$ cat config.mk
export PLATFORM = sky130hd
export DESIGN_NAME = lane_arrival_queue_flat
export DESIGN_NICKNAME = d
export VERILOG_FILES = /design/src/rtl/lane_arrival_queue_if.sv /design/src/rtl/lane_arrival_queue.sv /design/src/flat_wrapper.sv
export SDC_FILE = /design/constraint.sdc
export NUM_CORES = 1
export LEC_CHECK = 0
export ABC_AREA = 1
export CELL_PAD_IN_SITES_DETAIL_PLACEMENT = 0
export CELL_PAD_IN_SITES_GLOBAL_PLACEMENT = 1
export CORE_MARGIN = 2
export CORE_UTILIZATION = 39
export CTS_BUF_LIST = sky130_fd_sc_hd__clkbuf_4 sky130_fd_sc_hd__clkbuf_8
export DETAILED_ROUTE_END_ITERATION = 8
export PLACE_DENSITY_LB_ADDON = 0.1
export SYNTH_ARGS = -nofsm -noshare
export SYNTH_HDL_FRONTEND = slang
export SYNTH_SLANG_ARGS = --single-unit
$ cat constraint.sdc
create_clock -name i_Clk -period 2.6 [get_ports i_Clk]
set_clock_uncertainty 0.05 [all_clocks]
set_input_delay 0.52 -clock i_Clk [delete_from_list [all_inputs] [get_ports i_Clk]]
set_output_delay 0.52 -clock i_Clk [all_outputs]
set_load 0.01 [all_outputs]
$ cat src/rtl/lane_arrival_queue_if.sv
// Bus bundle for lane_arrival_queue: LFSR word in, green map in, queue state and pulses out.
// The o_Peak_Len signal exists only when LANE_QUEUE_PEAK_EN is defined.
interface lane_arrival_queue_if #(
  parameter int NUM_BITS  = 8,
  parameter int NUM_LANES = 4,
  parameter int QUEUE_W   = 4
);
  logic                         i_Enable;
  logic [NUM_BITS-1:0]          i_LFSR_Data;
  logic [NUM_BITS-1:0]          i_Arrival_Thresh;
  logic [NUM_LANES-1:0]         i_Green;
  logic                         o_LFSR_Enable;
  logic                         o_Tick;
  logic [NUM_LANES-1:0]         o_Arrival;
  logic [NUM_LANES-1:0]         o_Depart;
  logic [NUM_LANES*QUEUE_W-1:0] o_Queue_Len;
  logic [NUM_LANES-1:0]         o_Overflow;
`ifdef LANE_QUEUE_PEAK_EN
  logic [NUM_LANES*QUEUE_W-1:0] o_Peak_Len;
`endif

  modport master (
    output i_Enable, i_LFSR_Data, i_Arrival_Thresh, i_Green,
    input  o_LFSR_Enable, o_Tick, o_Arrival, o_Depart, o_Queue_Len, o_Overflow
`ifdef LANE_QUEUE_PEAK_EN
    , input o_Peak_Len
`endif
  );

  modport slave (
    input  i_Enable, i_LFSR_Data, i_Arrival_Thresh, i_Green,
    output o_LFSR_Enable, o_Tick, o_Arrival, o_Depart, o_Queue_Len, o_Overflow
`ifdef LANE_QUEUE_PEAK_EN
    , output o_Peak_Len
`endif
  );
endinterface

$ cat src/rtl/lane_arrival_queue.sv
// Per-lane arrival queues fed by an LFSR word sampled once per tick; green lanes discharge.
// Optional LANE_QUEUE_PEAK_EN adds o_Peak_Len, the per-lane maximum queue length since reset.
module lane_arrival_queue #(
  parameter int NUM_BITS  = 8,
  parameter int NUM_LANES = 4,
  parameter int QUEUE_W   = 4,
  parameter int TICK_DIV  = 1000
) (
  input  logic               i_Clk,
  input  logic               i_Rst,
  lane_arrival_queue_if.slave bus
);
  localparam int CNT_W    = (TICK_DIV > 1) ? $clog2(TICK_DIV) : 1;
  localparam int ROT_STEP = NUM_BITS / NUM_LANES;
  localparam logic [CNT_W-1:0]   CNT_LAST = CNT_W'(TICK_DIV - 1);
  localparam logic [CNT_W-1:0]   CNT_ONE  = CNT_W'(1);
  localparam logic [QUEUE_W-1:0] Q_MAX    = {QUEUE_W{1'b1}};
  localparam logic [QUEUE_W-1:0] Q_ONE    = QUEUE_W'(1);

  function automatic logic [NUM_BITS-1:0] rotl(input logic [NUM_BITS-1:0] w, input int sh);
    return (w << sh) | (w >> (NUM_BITS - sh));
  endfunction

  logic [CNT_W-1:0]   cnt_r;
  logic               tick_r;
  logic [NUM_LANES-1:0] arrival_r, depart_r, overflow_r;
  logic [QUEUE_W-1:0] queue_r [NUM_LANES];

  logic               sample_s;
  logic [NUM_BITS-1:0] rot_s [NUM_LANES];
  logic [NUM_LANES-1:0] arrival_s, depart_s, overflow_nxt_s;
  logic [QUEUE_W-1:0] queue_nxt_s [NUM_LANES];

  assign sample_s          = bus.i_Enable && (cnt_r == CNT_LAST);
  assign bus.o_LFSR_Enable = sample_s;

  // Sample-tick divider; holds its phase while disabled.
  always_ff @(posedge i_Clk or posedge i_Rst) begin
    if (i_Rst) begin
      cnt_r <= '0;
    end else if (bus.i_Enable) begin
      if (cnt_r == CNT_LAST) cnt_r <= '0;
      else                   cnt_r <= cnt_r + CNT_ONE;
    end
  end

  // Arrival decision and next queue value per lane; departures see the pre-update length.
  always_comb begin
    arrival_s      = '0;
    depart_s       = '0;
    overflow_nxt_s = overflow_r;
    for (int k = 0; k < NUM_LANES; k++) begin
      rot_s[k]       = rotl(bus.i_LFSR_Data, k * ROT_STEP);
      queue_nxt_s[k] = queue_r[k];
      arrival_s[k]   = rot_s[k] < bus.i_Arrival_Thresh;
      depart_s[k]    = bus.i_Green[k] && (queue_r[k] != '0);
      case ({arrival_s[k], depart_s[k]})
        2'b10: begin
          if (queue_r[k] == Q_MAX) overflow_nxt_s[k] = 1'b1;
          else                     queue_nxt_s[k]    = queue_r[k] + Q_ONE;
        end
        2'b01:   queue_nxt_s[k] = queue_r[k] - Q_ONE;
        default: queue_nxt_s[k] = queue_r[k];
      endcase
    end
  end

  // Queue state and sticky overflow change only on the sampling edge.
  always_ff @(posedge i_Clk or posedge i_Rst) begin
    if (i_Rst) begin
      overflow_r <= '0;
      for (int k = 0; k < NUM_LANES; k++) queue_r[k] <= '0;
    end else if (sample_s) begin
      overflow_r <= overflow_nxt_s;
      for (int k = 0; k < NUM_LANES; k++) queue_r[k] <= queue_nxt_s[k];
    end
  end

  // One-cycle pulses aligned with the updated queue lengths.
  always_ff @(posedge i_Clk or posedge i_Rst) begin
    if (i_Rst) begin
      tick_r    <= 1'b0;
      arrival_r <= '0;
      depart_r  <= '0;
    end else begin
      tick_r    <= sample_s;
      arrival_r <= sample_s ? arrival_s : '0;
      depart_r  <= sample_s ? depart_s  : '0;
    end
  end

  assign bus.o_Tick     = tick_r;
  assign bus.o_Arrival  = arrival_r;
  assign bus.o_Depart   = depart_r;
  assign bus.o_Overflow = overflow_r;

  for (genvar g = 0; g < NUM_LANES; g++) begin : g_pack
    assign bus.o_Queue_Len[g*QUEUE_W +: QUEUE_W] = queue_r[g];
  end

`ifdef LANE_QUEUE_PEAK_EN
  logic [QUEUE_W-1:0] peak_r [NUM_LANES];

  // Running per-lane maximum, tracked against the value being written this edge.
  always_ff @(posedge i_Clk or posedge i_Rst) begin
    if (i_Rst) begin
      for (int k = 0; k < NUM_LANES; k++) peak_r[k] <= '0;
    end else if (sample_s) begin
      for (int k = 0; k < NUM_LANES; k++)
        if (queue_nxt_s[k] > peak_r[k]) peak_r[k] <= queue_nxt_s[k];
    end
  end

  for (genvar g = 0; g < NUM_LANES; g++) begin : g_peak
    assign bus.o_Peak_Len[g*QUEUE_W +: QUEUE_W] = peak_r[g];
  end
`endif
endmodule
$ cat src/flat_wrapper.sv
// flat-port wrapper written by rule: the top's interface ports become plain ports
module lane_arrival_queue_flat 
#(
  parameter int NUM_BITS  = 8,
  parameter int NUM_LANES = 4,
  parameter int QUEUE_W   = 4,
  parameter int TICK_DIV  = 1000
)
  (i_Clk, i_Rst, bus_i_Enable, bus_i_LFSR_Data, bus_i_Arrival_Thresh, bus_i_Green, bus_o_LFSR_Enable, bus_o_Tick, bus_o_Arrival, bus_o_Depart, bus_o_Queue_Len, bus_o_Overflow);
  lane_arrival_queue_if #(.NUM_BITS(NUM_BITS), .NUM_LANES(NUM_LANES), .QUEUE_W(QUEUE_W)) bus_i ();
  input  logic i_Clk;
  input  logic i_Rst;
  input wire logic [$bits(bus_i.i_Enable)-1:0] bus_i_Enable;
  input wire logic [$bits(bus_i.i_LFSR_Data)-1:0] bus_i_LFSR_Data;
  input wire logic [$bits(bus_i.i_Arrival_Thresh)-1:0] bus_i_Arrival_Thresh;
  input wire logic [$bits(bus_i.i_Green)-1:0] bus_i_Green;
  output wire logic [$bits(bus_i.o_LFSR_Enable)-1:0] bus_o_LFSR_Enable;
  output wire logic [$bits(bus_i.o_Tick)-1:0] bus_o_Tick;
  output wire logic [$bits(bus_i.o_Arrival)-1:0] bus_o_Arrival;
  output wire logic [$bits(bus_i.o_Depart)-1:0] bus_o_Depart;
  output wire logic [$bits(bus_i.o_Queue_Len)-1:0] bus_o_Queue_Len;
  output wire logic [$bits(bus_i.o_Overflow)-1:0] bus_o_Overflow;
  assign bus_i.i_Enable = bus_i_Enable;
  assign bus_i.i_LFSR_Data = bus_i_LFSR_Data;
  assign bus_i.i_Arrival_Thresh = bus_i_Arrival_Thresh;
  assign bus_i.i_Green = bus_i_Green;
  assign bus_o_LFSR_Enable = bus_i.o_LFSR_Enable;
  assign bus_o_Tick = bus_i.o_Tick;
  assign bus_o_Arrival = bus_i.o_Arrival;
  assign bus_o_Depart = bus_i.o_Depart;
  assign bus_o_Queue_Len = bus_i.o_Queue_Len;
  assign bus_o_Overflow = bus_i.o_Overflow;
  lane_arrival_queue #(.NUM_BITS(NUM_BITS), .NUM_LANES(NUM_LANES), .QUEUE_W(QUEUE_W), .TICK_DIV(TICK_DIV)) u_core (.i_Clk(i_Clk), .i_Rst(i_Rst), .bus(bus_i));
endmodule
==> flow_metrics.env <==
export IMPL_worstSetupPathType="in -> reg"
export IMPL_crit_arrival_ns=2.63
export IMPL_ys_flop_type="dfrtp_1"
export IMPL_first_pass_iters=4
export IMPL_htreeDepth=2
export IMPL_hold_viol=0
export IMPL_port_buffer_count=52
export IMPL_coreArea_um2=6830
export IMPL_synth_distinct_cells=29
export IMPL_postRouteAntennaNets=0
export IMPL_grt_ovfl_total=0
export IMPL_maxCapViolations=0
export IMPL_synthAdderAreaFrac_pct=14.9
export IMPL_cts_max_path_buffers=2
export IMPL_cts_buffers=5
export IMPL_cp_max_fo=4
export IMPL_m1WireLength_um=3290
export IMPL_fin_crit_ns=2.49
export IMPL_grtUsageTotal_pct=16.7
export IMPL_drt_first_iter_violations=111
export IMPL_place_hpwl_um=4660
export IMPL_synth_compound_area_share_pct=6.06
export IMPL_synth_area_leader_cell="dfrtp_1"
export IMPL_reg2reg_slack_ns=0.51
export IMPL_grt_pass1_vias=2294
export IMPL_rows=30
export IMPL_tightest_slew_ns=0.525
export IMPL_p_leak_nw=1.99
export IMPL_setup_violations=0
export IMPL_die_width_um=88.2
export IMPL_synth_edf_count=0
export IMPL_grt_pass1_wl_um=10300
export IMPL_postSynth_asyncResetShare_pct=100
export IMPL_peakVddDrop_uv=294
export IMPL_cts_root_buf="clkbuf_8"
export IMPL_nNetsFinal=498
export IMPL_period_share_pct=95.8
export IMPL_regArea_um2=976
export IMPL_gp_congestion=0.866
export IMPL_synth_top_family_by_area="simple AND/OR/NAND/NOR gates"
export IMPL_synth_xor_area_share_pct=2.85
export IMPL_wl_um=6410
export IMPL_grt_max_degree=40
export IMPL_synth_nets=417
export IMPL_tns_ns=0
export IMPL_drive_above_1_share_pct=22.6
export IMPL_dr_wl_met2_um=2800
export IMPL_pre_cts_ws_ns=-0.408
export IMPL_top_layer="met4"
export IMPL_vias=2510
export IMPL_startpoint_type="input port"
export IMPL_max_freq_mhz=401
export IMPL_cts_tree="done"
export IMPL_syn_to_final_growth_pct=42.0
export IMPL_yosysMostFrequentCell="nand2_1"
export IMPL_clk_pin_slew_ns=0.08
export IMPL_antenna_found_initial=0
export IMPL_drv_slew=0
export IMPL_finalPower_w=0.00172
export IMPL_ios=53
export IMPL_syn_inst=361
export IMPL_yosysWarnings=0
export IMPL_wl_met3_um=253
export IMPL_drc=0
export IMPL_power_per_cell_area_nw_per_um2=438
export IMPL_postSynthAreaPerCell_um2=7.66
export IMPL_die_h_um=88.2
export IMPL_synth_common_cells="nand2_1 (99), inv_1 (53), dfrtp_1 (39)"
export IMPL_hold_buffers=0
export IMPL_endpoint_kind="flip-flop"
export IMPL_setup_ws_ns=0.108
export IMPL_fillCellCount=664
export IMPL_holdWs_ns=0.410
export IMPL_slew_headroom_pct=65.0
export IMPL_initial_core_util_pct=40.5
export IMPL_synth_top_area_share_pct=35.3
export IMPL_vias_per_cell=4.66
export IMPL_multi_input_area_um2=1760
export IMPL_die_area_um2=7780
export IMPL_status="finished clean"
export IMPL_cp_required_ns=2.74
export IMPL_netlist_area_um2=2770
export IMPL_synth_seq_area_share_pct=35.3
export IMPL_cts_sinks=39
export IMPL_holdCritPathClass="reg -> reg"
export IMPL_antennaDiodeCount=0
export IMPL_wl_per_cell_um=11.9
export IMPL_synth_mux_area_share_pct=0
export IMPL_yosys_area_share_simple_pct=32.0
export IMPL_clk_latency_ns=0.30
export IMPL_ys_ff_latch=39
export IMPL_yosys_top_cells_area="dfrtp_1 (35%), ha_1 (15%), nand2_1 (13%)"
report_power, final:
group,leakage (nW),total [W],internal [W],switching [W]
clock network,0.0618,0.000544,0.000316,0.000228
registers,0.482,0.000711,0.000662,0.0000490
logic,1.45,0.000465,0.000221,0.000245
cell families (layout without fill, tap and decap cells):
group / Yosys count / after routing
AND/OR/NAND/NOR: 189 / 189
buffers and inverters: 61 / 143
flip-flops: 39 / 39
adder cells (fa/ha/maj): 33 / 33
AO/OA/AOI/OAI: 30 / 30
XOR/XNOR: 9 / 9
what timing repair did:
item / CTS / global route
pin swaps: 1 / 15
gates cloned: 0 / 0
endpoints found under the setup margin: 4 / 5
gates resized for setup: 21 / 37
setup buffers: 1 / 4
layout make-up:
| cell class | count | area share [%] |
|---|---|---|
| sequential | 39 | 24.8 |
| tap | 96 | 3.06 |
| timing repair buffer | 78 | 18.5 |
| inverter | 57 | 5.64 |
| multi-input combinational | 261 | 44.8 |
| clock buffer | 6 | 2.10 |
| clock inverter | 2 | 0.988 |
critical path: stages:
cell,delay (ns)
clkdlybuf4s50_1,0.47
inv_2,0.07
ha_1,0.28
nand2_1,0.06
nor2_2,0.10
nand2_2,0.07
nand2_2,0.07
nand2_2,0.06
xor2_1,0.14
ha_2,0.18
or2_2,0.27
o21ai_2,0.14
nand3_1,0.08
nand2_1,0.07
nand2_1,0.04
final timing paths:
check | start | endpoint | cells past startpoint
setup / recovery | bus_i_Arrival_Thresh[4] | u_core.bus.o_Queue_Len[14] | 15
hold / removal | u_core.bus.o_Overflow[2] | u_core.bus.o_Overflow[2] | 1
setup reg to reg | u_core.bus.o_Queue_Len[9] | u_core.bus.o_Queue_Len[10] | 12
hold reg to reg | u_core.bus.o_Overflow[2] | u_core.bus.o_Overflow[2] | 1
max in group asynchronous | i_Rst | u_core.bus.o_Depart[1] | 3
min in group asynchronous | i_Rst | u_core.bus.o_Queue_Len[13] | 3
cells in the final DEF, fill, tap and decap left out, drive strengths merged:
cell	n
dlymetal6s2s	8
a21oi	16
xor2	8
inv	58
nand3	19
or2	7
o21a	4
a21o	3
dlygate4sd2	6
nor4	2
xnor2	1
nor3	14
nor3b	1
buf	26
nor2	23
bufinv	1
ha	33
nand2	109
o21ai	7
clkbuf	6
and3	1
dfrtp	39
nand4	13
clkdlybuf4s50	38
metrics by stage:
stage / util [%] / area [µm²] / instances
4_1_cts: 54.3 / 3710 / 535
3_3_place_gp: 51.7 / 3530 / 526
6_report: 57.5 / 3930 / 539
3_5_place_dp: 51.7 / 3530 / 526
2_1_floorplan: - / 2770 / 361
5_1_grt: 57.5 / 3930 / 539
layer usage:
layer / vias up / track usage, %
li1: 1327 / -
met1: 1127 / 23.6
met2: 50 / 26.2
met3: 6 / 3.17
met4: 0 / 4.68
met5: - / 0
sequential cells by signal (all words and copies together), names as in the netlist:
register / cells
u_core.bus.o_Tick: 1
u_core.bus.o_Overflow: 4
u_core.cnt_r: 10
u_core.bus.o_Arrival: 4
u_core.bus.o_Queue_Len: 16
u_core.bus.o_Depart: 4
(Power assumes the default switching activity.)
